## src/rtl/branch_predict_unit.sv

```systemverilog
// Branch predictor/resolver: PC-indexed PHT of saturating counters for IF prediction,
// EX-stage resolution with same-cycle redirect, saturating stats and a post-reset PHT sweep.
module branch_predict_unit #(
  parameter int unsigned DBITS          = 32,
  parameter int unsigned PHT_INDEX_BITS = 6,
  parameter int unsigned CNT_BITS       = 2,
  parameter int unsigned STAT_BITS      = 16,
  parameter logic [3:0]  BRANCH_OP      = 4'b0010
) (
  input  logic                 clk,
  input  logic                 reset,
  input  logic [DBITS-1:0]     IF_PC,
  output logic                 pred_taken,
  output logic                 busy,
  input  logic                 EX_valid,
  input  logic [3:0]           EX_opcode,
  input  logic [DBITS-1:0]     EX_PC,
  input  logic                 EX_condFlag,
  input  logic                 EX_pred,
  input  logic [DBITS-1:0]     EX_imm,
  output logic                 redirect,
  output logic [DBITS-1:0]     redirect_PC,
  output logic [1:0]           correct,
  output logic [STAT_BITS-1:0] br_count,
  output logic [STAT_BITS-1:0] mis_count
);

  localparam int unsigned PhtEntries = 2 ** PHT_INDEX_BITS;
  localparam logic [CNT_BITS-1:0] CntMax = {CNT_BITS{1'b1}};
  localparam logic [CNT_BITS-1:0] WeakNt = CNT_BITS'((1 << (CNT_BITS - 1)) - 1);
  localparam logic [PHT_INDEX_BITS-1:0] LastIdx = {PHT_INDEX_BITS{1'b1}};

  typedef enum logic [0:0] {StInit, StRun} state_e;

  state_e                    state_q, state_d;
  logic [PHT_INDEX_BITS-1:0] init_ptr_q, init_ptr_d;
  logic [STAT_BITS-1:0]      br_count_q, mis_count_q;
  logic [CNT_BITS-1:0]       pht [PhtEntries];

  logic [PHT_INDEX_BITS-1:0] if_idx, ex_idx, pht_waddr;
  logic [DBITS-1:0]          ex_br_pc, imm_shift;
  logic [CNT_BITS-1:0]       cnt_cur, cnt_next, pht_wdata;
  logic                      run, resolved, pht_we;

  // EX_PC points past the branch, so the branch's own PC is EX_PC - 4.
  assign ex_br_pc  = EX_PC - DBITS'(4);
  assign imm_shift = {EX_imm[DBITS-3:0], 2'b00};
  assign if_idx    = IF_PC[PHT_INDEX_BITS+1:2];
  assign ex_idx    = ex_br_pc[PHT_INDEX_BITS+1:2];
  assign run       = (state_q == StRun);
  assign resolved  = run && EX_valid && (EX_opcode == BRANCH_OP);
  assign cnt_cur   = pht[ex_idx];

  logic unused_bits;
  assign unused_bits = ^{ex_br_pc[DBITS-1:PHT_INDEX_BITS+2], ex_br_pc[1:0],
                         EX_imm[DBITS-1:DBITS-2]};

  always_comb begin
    state_d    = state_q;
    init_ptr_d = init_ptr_q;
    if (state_q == StInit) begin
      init_ptr_d = init_ptr_q + PHT_INDEX_BITS'(1);
      if (init_ptr_q == LastIdx) state_d = StRun;
    end
  end

  always_ff @(posedge clk or posedge reset) begin
    if (reset) begin
      state_q     <= StInit;
      init_ptr_q  <= '0;
      br_count_q  <= '0;
      mis_count_q <= '0;
    end else begin
      state_q    <= state_d;
      init_ptr_q <= init_ptr_d;
      if (resolved && (br_count_q != '1)) br_count_q <= br_count_q + STAT_BITS'(1);
      if (redirect && (mis_count_q != '1)) mis_count_q <= mis_count_q + STAT_BITS'(1);
    end
  end

  always_comb begin
    cnt_next = cnt_cur;
    if (EX_condFlag) begin
      if (cnt_cur != CntMax) cnt_next = cnt_cur + CNT_BITS'(1);
    end else begin
      if (cnt_cur != '0) cnt_next = cnt_cur - CNT_BITS'(1);
    end
  end

  always_comb begin
    pht_we    = 1'b0;
    pht_waddr = ex_idx;
    pht_wdata = cnt_next;
    if (state_q == StInit) begin
      pht_we    = 1'b1;
      pht_waddr = init_ptr_q;
      pht_wdata = WeakNt;
    end else if (resolved) begin
      pht_we = 1'b1;
    end
  end

  // Table contents are don't-care until the sweep completes, so no reset here.
  always_ff @(posedge clk) begin
    if (pht_we) pht[pht_waddr] <= pht_wdata;
  end

  always_comb begin
    pred_taken  = 1'b0;
    busy        = (state_q == StInit);
    redirect    = 1'b0;
    correct     = 2'b11;
    redirect_PC = IF_PC + DBITS'(4);
    if (run) begin
      pred_taken = pht[if_idx][CNT_BITS-1];
      if (resolved) begin
        if (EX_condFlag == EX_pred) begin
          correct = 2'b10;
        end else if (EX_pred) begin
          correct     = 2'b00;
          redirect    = 1'b1;
          redirect_PC = EX_PC;
        end else begin
          correct     = 2'b01;
          redirect    = 1'b1;
          redirect_PC = EX_PC + imm_shift;
        end
      end
    end
  end

  assign br_count  = br_count_q;
  assign mis_count = mis_count_q;

endmodule

```

## config.mk

```make
export PLATFORM = sky130hd
export DESIGN_NAME = branch_predict_unit
export DESIGN_NICKNAME = d
export VERILOG_FILES = /design/src/rtl/branch_predict_unit.sv
export SDC_FILE = /design/constraint.sdc
export NUM_CORES = 1
export LEC_CHECK = 0
export BUFFER_PORTS_ARGS = -buffer_cell sky130_fd_sc_hd__buf_2
export CAP_MARGIN = 25
export CORE_ASPECT_RATIO = 2
export CORE_MARGIN = 2
export CORE_UTILIZATION = 45
export CTS_BUF_LIST = sky130_fd_sc_hd__clkbuf_16
export CTS_CLUSTER_DIAMETER = 30
export CTS_CLUSTER_SIZE = 10
export DETAILED_ROUTE_END_ITERATION = 8
export GPL_TIMING_DRIVEN = 0
export PLACE_DENSITY = 0.77
export SYNTH_ARGS = -nofsm -noshare
export SYNTH_HDL_FRONTEND = slang
export SYNTH_SLANG_ARGS = --single-unit
```

## constraint.sdc

```tcl
create_clock -name clk -period 4.4 [get_ports clk]
set_clock_uncertainty 0.1 [all_clocks]
set_input_delay 0.44 -clock clk [delete_from_list [all_inputs] [get_ports clk]]
set_output_delay 0.44 -clock clk [all_outputs]
set_load 0.02 [all_outputs]
```

# After elaboration in Yosys (flattened, before gate mapping)
# Memory sizes are Yosys's and may differ from the RTL's.
# Index checks and enable logic that the tools add are counted.
dict set report op_classes {
  addsub 8
  n_eq_ne 6
  n_mux 23
  bitwise 1
  reduce_logical 5
}
# operator count
set ops {}
lappend ops {{32-bit 2-to-1 mux} 4}
lappend ops {{16-bit by 1-bit adder with 16-bit output (second input constant)} 2}
lappend ops {{32-bit by 3-bit adder with 32-bit output (second input constant)} 1}
lappend ops {{32-bit adder} 1}
lappend ops {{16-bit inequality test (second input constant)} 2}
lappend ops {{2-bit 2-to-1 mux} 7}
lappend ops {{1-bit 2-to-1 mux} 11}
lappend ops {{8-bit by 3-bit subtractor with 8-bit output (second input constant)} 1}
lappend ops {{6-bit by 1-bit adder with 6-bit output (second input constant)} 1}
lappend ops {{6-bit == test (second input constant)} 1}
lappend ops {{6-bit 2-to-1 mux} 1}
lappend ops {{4-bit by 2-bit == test with 1-bit output (second input constant)} 1}
lappend ops {{1-bit logical AND} 4}
lappend ops {{2-bit by 1-bit adder with 2-bit output (second input constant)} 1}
lappend ops {{2-bit inequality test (second input constant)} 1}
lappend ops {{2-bit nonzero test} 1}
lappend ops {{2-bit by 1-bit subtractor with 2-bit output (second input constant)} 1}
lappend ops {{1-bit == test} 1}
lappend ops {{1-bit NOT} 1}
dict set report word_totals {
  reg_bits 39
  ramBits 128
  in_bits 105
  memories 1
}
# memory depth word_bits rd rd_ports_with_merged_regs wr line
set mem_list {}
lappend mem_list {pht 64 2 2 0 1 38} ;# logic [CNT_BITS-1:0] pht [PhtEntries];

# Longest topological paths before layout
# Gate-level depths: netlist (run 1).
dict set report logic_depth {
  ltp_word 6
  mapped_depth 15
  ltp_nobuf 10
}

# Worst setup path after synthesis (run 1)
# OpenSTA, ideal clock, no wires.
dict set report synth_timing {
  kind {input to register}
  startpoint {input EX_PC[2]}
  endpoint {memory pht[0][1] (data pin)}
  arrival_ps 4251
  slack_ps -451
  stages 14
  path_cell_list {buf_6 -> buf_6 -> buf_6 -> inv_1 -> ha_1 -> buf_2 -> buf_2 -> buf_1 -> mux4_2 -> mux4_2 -> mux2i_1 -> mux2i_1 -> a21oi_1 -> nor2_1}
}
dict set report synth_between {
  elab_chain_cells 6
}
# item line
set synth_rtl {}
lappend synth_rtl {{from (decl)} 17} ;# input logic [DBITS-1:0] EX_PC,
lappend synth_rtl {{8-bit by 3-bit subtractor with 8-bit output *} 46} ;# assign ex_br_pc = EX_PC - DBITS'(4);
lappend synth_rtl {{memory 64 x 2 bit *} -}
lappend synth_rtl {{2-bit by 1-bit subtractor with 2-bit output (tied with other cells)} 86} ;# if (cnt_cur != '0) cnt_next = cnt_cur - CNT_BITS'(1);
lappend synth_rtl {{2-bit 2-to-1 mux (on tied branches)} {86, 84}}
lappend synth_rtl {{2-bit 2-to-1 mux *} 83} ;# if (EX_condFlag) begin
lappend synth_rtl {{2-bit 2-to-1 mux *} 94} ;# if (state_q == StInit) begin
lappend synth_rtl {{named net pht_wdata[1]} 42} ;# logic [CNT_BITS-1:0] cnt_cur, cnt_next, pht_wdata;
lappend synth_rtl {{to (decl)} 38}
# Mark *: on every way through the listed nets, which the timed path passes. The rest lies on a longest branch.

# Final worst setup path (run 1)
dict set report layout_timing {
  startpoint {input EX_PC[2]}
  endpoint {memory pht[55][1] (data pin)}
}
# The elaborated chain is that of the path after synthesis.

==> impl_metrics.env, run 1 <==
export IMPL_status="completed"
export IMPL_reg2reg_slack_ps=1410
export IMPL_fin_crit_sh_pct=96.82
export IMPL_fp_dieArea_mm2=0.02454
export IMPL_synth_xor_area_share_pct=7.600
export IMPL_endpoint_kind="flip-flop"
export IMPL_p_int_mw=2.710
export IMPL_grt_pass1_wl_mm=50.36
export IMPL_drt_total_wl_mm=33.83
export IMPL_vias=8699
export IMPL_synth_edf_count=128
export IMPL_numClockSinks=167
export IMPL_grt_pass1_vias=8999
export IMPL_initial_utilization_pct=45.97
export IMPL_synth_adder_area_share_pct=4.381
export IMPL_grt_usage_pct=27.60
export IMPL_synth_fp_nets=1048
export IMPL_die_h_um=219.6
export IMPL_final_cell_mix="buf_2 (172), edfxtp_1 (128), nor2_1 (109)"
export IMPL_cts_hold_buf=0
export IMPL_seqPwrFrac_pct=45.2
export IMPL_diodes=0
export IMPL_cts_setup_buffers=0
export IMPL_root_buffer="clkbuf_16"
export IMPL_relSlewSlack_pct=45.02
export IMPL_io_pins=174
export IMPL_yosys_area_share_simple_pct=14.12
export IMPL_critical_path_class="in2reg"
export IMPL_swShare_pct=27.06
export IMPL_cts_tree="done"
export IMPL_die_w_um=111.8
export IMPL_final_common_cell="buf_2"
export IMPL_nets=1238
export IMPL_drt_iter0_drc=974
export IMPL_required_ps=4470
export IMPL_crit_fanout=41
export IMPL_drv_cap=0
export IMPL_grt_max_degree=61
export IMPL_p_sw_mw=1.005
export IMPL_synth_avg_cell_area_um2=11.53
export IMPL_rows=78
export IMPL_tightestPinTransition_ps=823.5
export IMPL_synth_cell_types=65
export IMPL_synth_mux_area_share_pct=14.87
export IMPL_avgViaCountPerCell=6.258
export IMPL_cts_clk_slew_worst_paths_ps=70
export IMPL_grt_overflow_total=0
export IMPL_routedWlPerCell_um=24.34
export IMPL_synth_flop_cell="edfxtp_1"
export IMPL_hold_viol=0
export IMPL_rsz0062_at_grt="no"
export IMPL_antenna_found_initial=0
export IMPL_hpwl_mm=26.27
export IMPL_slew_viol_final=0
export IMPL_p_comb_share_pct=15.5
export IMPL_power_total_mw=3.716
export IMPL_area_growth_pct=17.65
export IMPL_crit_arrival_ps=4330
export IMPL_fillers=1870
export IMPL_synth_area_mm2=0.01045
export IMPL_clk_path_buf_depth=2
export IMPL_synth_ff_latch_count=167
export IMPL_drive_gt1_share_pct=25.14
export IMPL_fin_setup_tns_ps=0
export IMPL_seq_area_frac_synth_pct=46.10
export IMPL_leakage_nw=4.516
export IMPL_async_flop_share_pct=23.35
export IMPL_start_kind="primary input"
export IMPL_cts_buffers=17
export IMPL_core_area_mm2=0.02274
export IMPL_p_per_area_mw_per_mm2=302.1
export IMPL_ir_drop_mv=0.2977
export IMPL_synth_cells=907
export IMPL_synth_top_family_by_area="multiplexers"
export IMPL_min_delay_path_class="in2async"
export IMPL_setup_viol=0
export IMPL_first_pass_iters=7
export IMPL_remaining_drc_errors=0
export IMPL_postRouteAntennaNets=0
export IMPL_pwr_share_clk_pct=39.4
export IMPL_max_freq_ghz=0.2347
export IMPL_place_congestion=1.025
export IMPL_portBuffers=169
export IMPL_yosysWarnings=0
export IMPL_cts_htree_levels=4
export IMPL_fin_crit_ps=4260
export IMPL_synth_compound_area_share_pct=10.37
export IMPL_clk_latency_ps=440
kinds of logic after synthesis:
logic type,Yosys count
buffers and inverters,56
XOR/XNOR,89
AO/OA/AOI/OAI,170
multiplexers,73
AND/OR/NAND/NOR,316
adder cells (fa/ha/maj),36
flip-flops,167
synth_stat cells (all sizes together), types with 26 or more instances:
master	instances	area share, %
nor2	111	4.0
ha	35	4.2
clkbuf	29	1.0
a21o	26	1.9
o21ai	38	1.8
dfrtp	39	9.3
nand2	83	3.0
mux4	61	14
nand3	38	1.8
xnor2	59	5.0
edfxtp	128	37
a21oi	49	2.3
xor2	30	2.6
state kept, by name, indices dropped and copies added, names as in the netlist:
register    count
init_ptr_q      6
pht           128
mis_count      16
br_count       16
run             1
power groups by stage:
stage / combinational [mW] / sequential (mW) / clock [mW]
floorplan: 0.358 / 1.71 / 0
global placement: 0.553 / 1.71 / 0
detailed placement: 0.558 / 1.71 / 0
CTS: 0.561 / 1.68 / 1.47
global route: 0.611 / 1.68 / 1.54
finish: 0.574 / 1.68 / 1.46
final cells by class:
| class | instances | area, um2 | share of cell area (%) |
|---|---|---|---|
| Clock buffer | 19 | 475.5 | 3.866 |
| Clock inverter | 13 | 106.4 | 0.8647 |
| Tap cell | 280 | 350.3 | 2.848 |
| Multi-Input combinational cell | 684 | 5383 | 43.76 |
| Sequential cell | 167 | 4820 | 39.19 |
| Buffer | 40 | 219.0 | 1.780 |
| Timing Repair Buffer | 171 | 885.9 | 7.202 |
| Inverter | 16 | 60.06 | 0.4883 |
final timing paths:
| check | startpoint | to | depth (start not counted) |
|---|---|---|---|
| max | EX_PC[2] | pht[55][1]$_DFFE_PP_ | 16 |
| min | reset | mis_count[2]$_DFFE_PP0P_ | 2 |
| max reg2reg | pht[8][1]$_DFFE_PP_ | pht[55][1]$_DFFE_PP_ | 8 |
| min reg2reg | mis_count[8]$_DFFE_PP0P_ | mis_count[8]$_DFFE_PP0P_ | 1 |
| max in group asynchronous | reset | init_ptr_q[1]$_DFFE_PP0N_ | 2 |
| min in group clk | mis_count[8]$_DFFE_PP0P_ | mis_count[8]$_DFFE_PP0P_ | 1 |
routing by layer:
metal,share of wire [%],track usage [%]
met3,7.0,5.446
met1,30,25.14
met4,10,24.73
met2,53,50.67
met5,0,0
what timing repair did:
action / CTS / global route
endpoints found under the setup margin: 125 / 43
resized for setup: 4 / 6
hold endpoints to repair: 0 / 0
critical path: stages:
cell,delay (ps)
buf_2,100
buf_6,160
buf_6,220
buf_6,250
inv_1,180
ha_1,310
buf_2,220
clkbuf_4,300
buf_4,260
mux4_2,380
mux4_2,500
mux2i_1,190
mux2i_1,110
a21oi_1,280
nor2_4,170
buf_12,210
stage by stage:
step	area [um2]	instances	utilization (%)	hold slack (ps)	setup slack [ps]
4_1_cts	12290	1390	54.04	76.10	108.3
3_3_place_gp	11650	1356	51.24	369.7	-1673
2_1_floorplan	10460	907	-	363.2	58.93
6_report	12300	1390	54.09	59.40	139.8
5_1_grt	12300	1390	54.09	131.8	19.97
3_5_place_dp	11700	1358	51.45	379.7	-779.6
No activity file was read; power rests on OpenSTA's default activity.
==> inputs of run 2 (changes only) <==
==> constraint.sdc (replaced) <==
create_clock -name clk -period 4.4 [get_ports clk]
set_clock_uncertainty 0.1 [all_clocks]
set_input_delay 0.22 -clock clk [delete_from_list [all_inputs] [get_ports clk]]
set_output_delay 0.22 -clock clk [all_outputs]
set_load 0.02 [all_outputs]
==> run 2 against run 1 <==
Global-route usage shrank 0.17 points. Core utilization is essentially flat. Cell count is essentially flat. Sequential share of layout area is essentially flat. Critical path depth is the same. Combinational power shrank 0.7%. Hold slack gained 230 ps. Via count shrank 0.44%. Critical endpoint is now pht[33][1]$_DFFE_PP_. Largest power group unchanged.
==> impl_metrics.env, run 2 (synthesis gave the netlist of run 1 again) <==
export IMPL_fin_hold_ws_ps=290.9
export IMPL_ir_drop_mv=0.2995
export IMPL_fp_dieArea_mm2=0.02454
export IMPL_multiInputGateArea_mm2=0.005376
export IMPL_cts_clk_slew_worst_paths_ps=60
export IMPL_tightestPinTransition_ps=807.4
export IMPL_hold_viol=0
export IMPL_fillers=1869
export IMPL_power_total_mw=3.708
export IMPL_largest_register_ffs=128
export IMPL_max_freq_ghz=0.2371
export IMPL_root_buffer="clkbuf_16"
export IMPL_routedWlPerCell_um=24.11
export IMPL_crit_fanout=41
export IMPL_setup_viol=0
export IMPL_status="completed"
export IMPL_critPathMaxStageDelay_ps=490
export IMPL_vias=8661
export IMPL_path_depth=16
export IMPL_io_pins=174
export IMPL_grt_overflow_total=0
export IMPL_p_sw_uw=999.2
export IMPL_min_delay_path_class="in2reg"
export IMPL_antenna_found_initial=0
export IMPL_swShare_pct=26.95
export IMPL_cts_tree="done"
export IMPL_top_register="pht"
export IMPL_rsz0062_at_grt="no"
export IMPL_drive_gt1_share_pct=24.68
export IMPL_first_pass_iters=8
export IMPL_remaining_drc_errors=0
export IMPL_endpoint_kind="flip-flop"
export IMPL_postRouteAntennaNets=0
export IMPL_grt_pass1_vias=9020
export IMPL_grt_usage_pct=27.43
export IMPL_p_per_area_mw_per_mm2=301.7
export IMPL_area_growth_pct=17.58
export IMPL_cts_buffers=17
export IMPL_avgViaCountPerCell=6.226
export IMPL_final_cell_mix="buf_2 (172), edfxtp_1 (128), nor2_1 (109)"
export IMPL_required_ps=4470
export IMPL_drt_total_wl_mm=33.54
export IMPL_grt_max_degree=61
export IMPL_pwr_share_clk_pct=39.4
export IMPL_die_w_um=111.8
export IMPL_timing_critical_path_buf_inv=8
export IMPL_leakage_nw=4.503
export IMPL_core_area_mm2=0.02274
export IMPL_numClockSinks=167
export IMPL_register_area_mm2=0.004820
export IMPL_p_int_mw=2.709
export IMPL_fin_crit_ps=4218
export IMPL_fin_ws_ps=182.2
export IMPL_r2r_cells=8
export IMPL_cts_htree_levels=4
export IMPL_clk_latency_ps=440
export IMPL_final_common_cell="buf_2"
export IMPL_clk_path_buf_depth=2
export IMPL_portBuffers=169
export IMPL_whs_path_depth=4
export IMPL_place_congestion=1.025
export IMPL_crit_arrival_ps=4290
export IMPL_slew_viol_final=0
export IMPL_p_comb_share_pct=15.4
export IMPL_rows=78
export IMPL_seqPwrFrac_pct=45.3
export IMPL_cpMaxStageDelayCell="buf_2"
export IMPL_post_place_ws_ps=-559.6
export IMPL_final_util_pct=54.06
export IMPL_critical_path_class="in2reg"
export IMPL_crit_chain="buf_2, buf_6, buf_6, buf_6, inv_1, ha_1, buf_2, buf_2, mux4_2, mux4_2, mux2i_1, a211oi_1, or2_1, a21oi_1, nor2_4, buf_12"
export IMPL_start_kind="primary input"
export IMPL_die_h_um=219.6
export IMPL_cp_top_family="buffers and inverters"
export IMPL_nets=1238
export IMPL_relSlewSlack_pct=46.10
export IMPL_drt_iter0_drc=892
export IMPL_initial_utilization_pct=45.97
export IMPL_grt_pass1_wl_mm=50.11
export IMPL_hpwl_mm=26.27
export IMPL_drv_cap=0
export IMPL_fin_crit_sh_pct=95.86
-- run 2: routing by layer --
| metal | vias to the layer above | wire length, um | global-route usage [%] |
|---|---|---|---|
| li1 | 3829 | - | - |
| met1 | 4133 | 10010 | 24.62 |
| met2 | 520 | 17990 | 50.44 |
| met3 | 179 | 2336 | 5.886 |
| met4 | 0 | 3205 | 24.53 |
| met5 | - | 0 | 0 |
-- run 2: stage by stage --
step / setup TNS (ps) / area, um2 / instances
floorplan: 0 / 10460 / 907
global placement: -185110 / 11650 / 1356
detailed placement: -53700 / 11700 / 1358
CTS: 0 / 12290 / 1390
global route: 0 / 12290 / 1390
finish: 0 / 12290 / 1391
-- run 2: area by class of cell --
class                      count  area share [%]
multi-input combinational    684           43.74
sequential                   167           39.21
timing repair buffer         172           7.288
clock buffer                  19           3.868
tap                          280           2.850
buffer                        39           1.669
clock inverter                13          0.8652
inverter                      16          0.4886
antenna                        1         0.02036
-- run 2: worst min-delay path: stages --
cell and delay [ps]:
buf_2 120, or2_1 130, o21ai_1 80, nand2_2 140
-- run 2: what timing repair did --
action                                  CTS  global route
endpoints found under the hold margin    39             0
pin swaps                                 0             0
endpoints found under the setup margin   41            41
buffers inserted                          0             0
hold buffers                              1             0
gates resized for setup                   0             3
-- run 2: final timing paths --
path / startpoint / end / slack [ps]
max: EX_PC[2] / pht[33][1]$_DFFE_PP_ / 180
min: EX_condFlag / pht[22][0]$_DFFE_PP_ / 290
max reg2reg: pht[8][1]$_DFFE_PP_ / pht[33][1]$_DFFE_PP_ / 1390
min reg2reg: mis_count[8]$_DFFE_PP0P_ / mis_count[8]$_DFFE_PP0P_ / 390
max in group asynchronous: reset / run$_DFF_PP0_ / 3280
min in group asynchronous: reset / mis_count[2]$_DFFE_PP0P_ / 400
-- run 2: power by group through the flow --
stage / logic, mW / clock network, mW / registers (mW)
6_report: 0.570 / 1.46 / 1.68
5_1_grt: 0.607 / 1.54 / 1.68
4_1_cts: 0.559 / 1.47 / 1.68
3_5_place_dp: 0.558 / 0 / 1.71
3_3_place_gp: 0.553 / 0 / 1.71
2_1_floorplan: 0.358 / 0 / 1.71
==> inputs of run 3 (changes only) <==
- REMOVE_ABC_BUFFERS: not set -> 1
==> run 3 against run 2 <==
Register-to-register slack lost 130 ps. Worst setup slack gained 28 ps. Highest routed layer unchanged. Non-clock buffer count is 34 lower. Cell count down 2.4%. Via count shrank 4.2%. Clock-buffer cell count shrank 1. Largest cell class unchanged. Critical endpoint is now redirect_PC[24]. Maximum frequency rose by 0.68%.
==> impl_metrics.env, run 3 (synthesis gave the netlist of run 1 again) <==
export IMPL_relSlewSlack_pct=35.10
export IMPL_first_pass_iters=7
export IMPL_rows=78
export IMPL_critPathLaunch="EX_PC[2]"
export IMPL_avgViaCountPerCell=6.112
export IMPL_drv_cap=0
export IMPL_max_freq_ghz=0.2387
export IMPL_die_h_um=219.6
export IMPL_io_pins=174
export IMPL_portBuffers=171
export IMPL_setup_viol=0
export IMPL_clk_latency_ps=440
export IMPL_grt_pass1_vias=8545
export IMPL_clk_path_buf_depth=2
export IMPL_endpoint_kind="primary output"
export IMPL_fin_hold_ws_ps=336.2
export IMPL_crit_arrival_ps=3870
export IMPL_rsz0062_at_grt="no"
export IMPL_reg2reg_from="pht[13][1]$_DFFE_PP_"
export IMPL_cts_htree_levels=4
export IMPL_status="completed"
export IMPL_fillers=1931
export IMPL_fin_crit_ps=4189
export IMPL_p_per_area_mw_per_mm2=293.3
export IMPL_grt_pass1_wl_mm=46.41
export IMPL_initial_utilization_pct=45.97
export IMPL_drive_gt1_share_pct=25.09
export IMPL_grt_usage_pct=24.92
export IMPL_hpwl_mm=23.13
export IMPL_cts_clk_slew_worst_paths_ps=60
export IMPL_pwr_share_clk_pct=37.7
export IMPL_power_total_mw=3.552
export IMPL_slew_viol_final=0
export IMPL_r2r_cells=8
export IMPL_largest_register_ffs=128
export IMPL_place_congestion=0.9124
export IMPL_leakage_nw=4.436
export IMPL_whs_path_depth=4
export IMPL_start_kind="primary input"
export IMPL_drt_iter0_drc=685
export IMPL_die_w_um=111.8
export IMPL_core_area_mm2=0.02274
export IMPL_swShare_pct=25.57
export IMPL_critical_path_class="in2out"
export IMPL_drt_total_wl_mm=30.18
export IMPL_final_util_pct=53.25
export IMPL_fin_setup_tns_ps=0
export IMPL_register_area_mm2=0.004820
export IMPL_remaining_drc_errors=0
export IMPL_multiInputGateArea_mm2=0.005389
export IMPL_area_growth_pct=15.83
export IMPL_postRouteAntennaNets=0
export IMPL_seqPwrFrac_pct=47.3
export IMPL_final_common_cell="buf_2"
export IMPL_top_register="pht"
export IMPL_hold_start="EX_valid"
export IMPL_p_sw_uw=908.3
export IMPL_final_cell_mix="buf_2 (171), edfxtp_1 (128), nor2_1 (109)"
export IMPL_fp_dieArea_mm2=0.02454
export IMPL_root_buffer="clkbuf_16"
export IMPL_cts_buffers=17
export IMPL_nets=1204
export IMPL_tightestPinTransition_ps=972.4
export IMPL_p_comb_share_pct=15.1
export IMPL_p_int_mw=2.644
export IMPL_ir_drop_mv=0.2600
export IMPL_routedWlPerCell_um=22.24
export IMPL_grt_max_degree=47
export IMPL_stdcell_count=1357
export IMPL_cts_tree="done"
export IMPL_hold_viol=0
export IMPL_crit_fanout=26
export IMPL_grt_overflow_total=0
export IMPL_fin_crit_sh_pct=95.21
export IMPL_required_ps=4080
export IMPL_placed_cells=1323
export IMPL_min_delay_path_class="in2reg"
export IMPL_vias=8294
export IMPL_numClockSinks=167
export IMPL_antenna_found_initial=1
==> run 3: cell count changes in the layout (fill, tap and decap cells not counted), moves of 2 or more <==
| cell | delta |
|---|---|
| clkbuf_1 | -28 |
| inv_1 | +3 |
| buf_6 | -5 |
| clkinv_4 | +2 |
| clkinv_2 | +3 |
| inv_8 | -5 |
==> run 3: power groups by stage <==
stage	sequential [mW]	clock, mW	combinational [mW]
2_1_floorplan	1.71	0	0.331
3_3_place_gp	1.71	0	0.517
3_5_place_dp	1.71	0	0.526
4_1_cts	1.68	1.36	0.529
5_1_grt	1.68	1.41	0.580
6_report	1.68	1.34	0.535
==> run 3: cell type report <==
class                      count  area share, %
tap                          280          2.893
sequential                   167          39.80
inverter                      16         0.5063
antenna                        1        0.02067
clock inverter                14         0.6820
timing repair buffer         177          7.874
multi-input combinational    684          44.50
clock buffer                  18          3.720
==> run 3: worst paths after layout <==
path / to / slack [ps]
hold reg to reg: br_count[12]$_DFFE_PP0P_ / 390
setup reg to reg: pht[26][0]$_DFFE_PP_ / 1260
setup / recovery: redirect_PC[24] / 210
hold / removal: br_count[0]$_DFFE_PP0P_ / 340
min in group asynchronous: br_count[6]$_DFFE_PP0P_ / 400
max in group asynchronous: init_ptr_q[5]$_DFFE_PP0N_ / 3280
==> run 3: worst max-delay path: stages <==
cell	delay, ps
buf_2	320
buf_12	280
ha_1	230
fa_1	260
a21o_1	130
a21oi_1	110
nor4b_2	520
o32ai_2	200
o21ai_1	440
a31oi_1	170
xor2_1	160
a221oi_1	520
buf_2	270
==> run 3: timing repair <==
action                                  4_1_cts  5_1_grt
endpoints found under the hold margin        39        0
hold buffers                                  1        0
gates resized for setup                       1        1
setup buffers                                 0        0
endpoints found under the setup margin        1        1
==> run 3: layer usage <==
metal  global-route usage (%)  vias up  share of wire (%)
met5                        0        -                  0
met4                    14.61        0                5.5
met3                    5.253      103                6.3
met2                    46.95      408                 54
met1                    24.83     4019                 34
li1                         -     3764                  -
==> run 3: metrics by stage <==
| stage | setup WS (ps) | area, um2 |
|---|---|---|
| global placement | -3369 | 11450 |
| detailed placement | -231.1 | 11550 |
| global route | 13.79 | 12110 |
| floorplan | 3.458 | 10250 |
| CTS | 115.2 | 12100 |
| finish | 210.6 | 12110 |
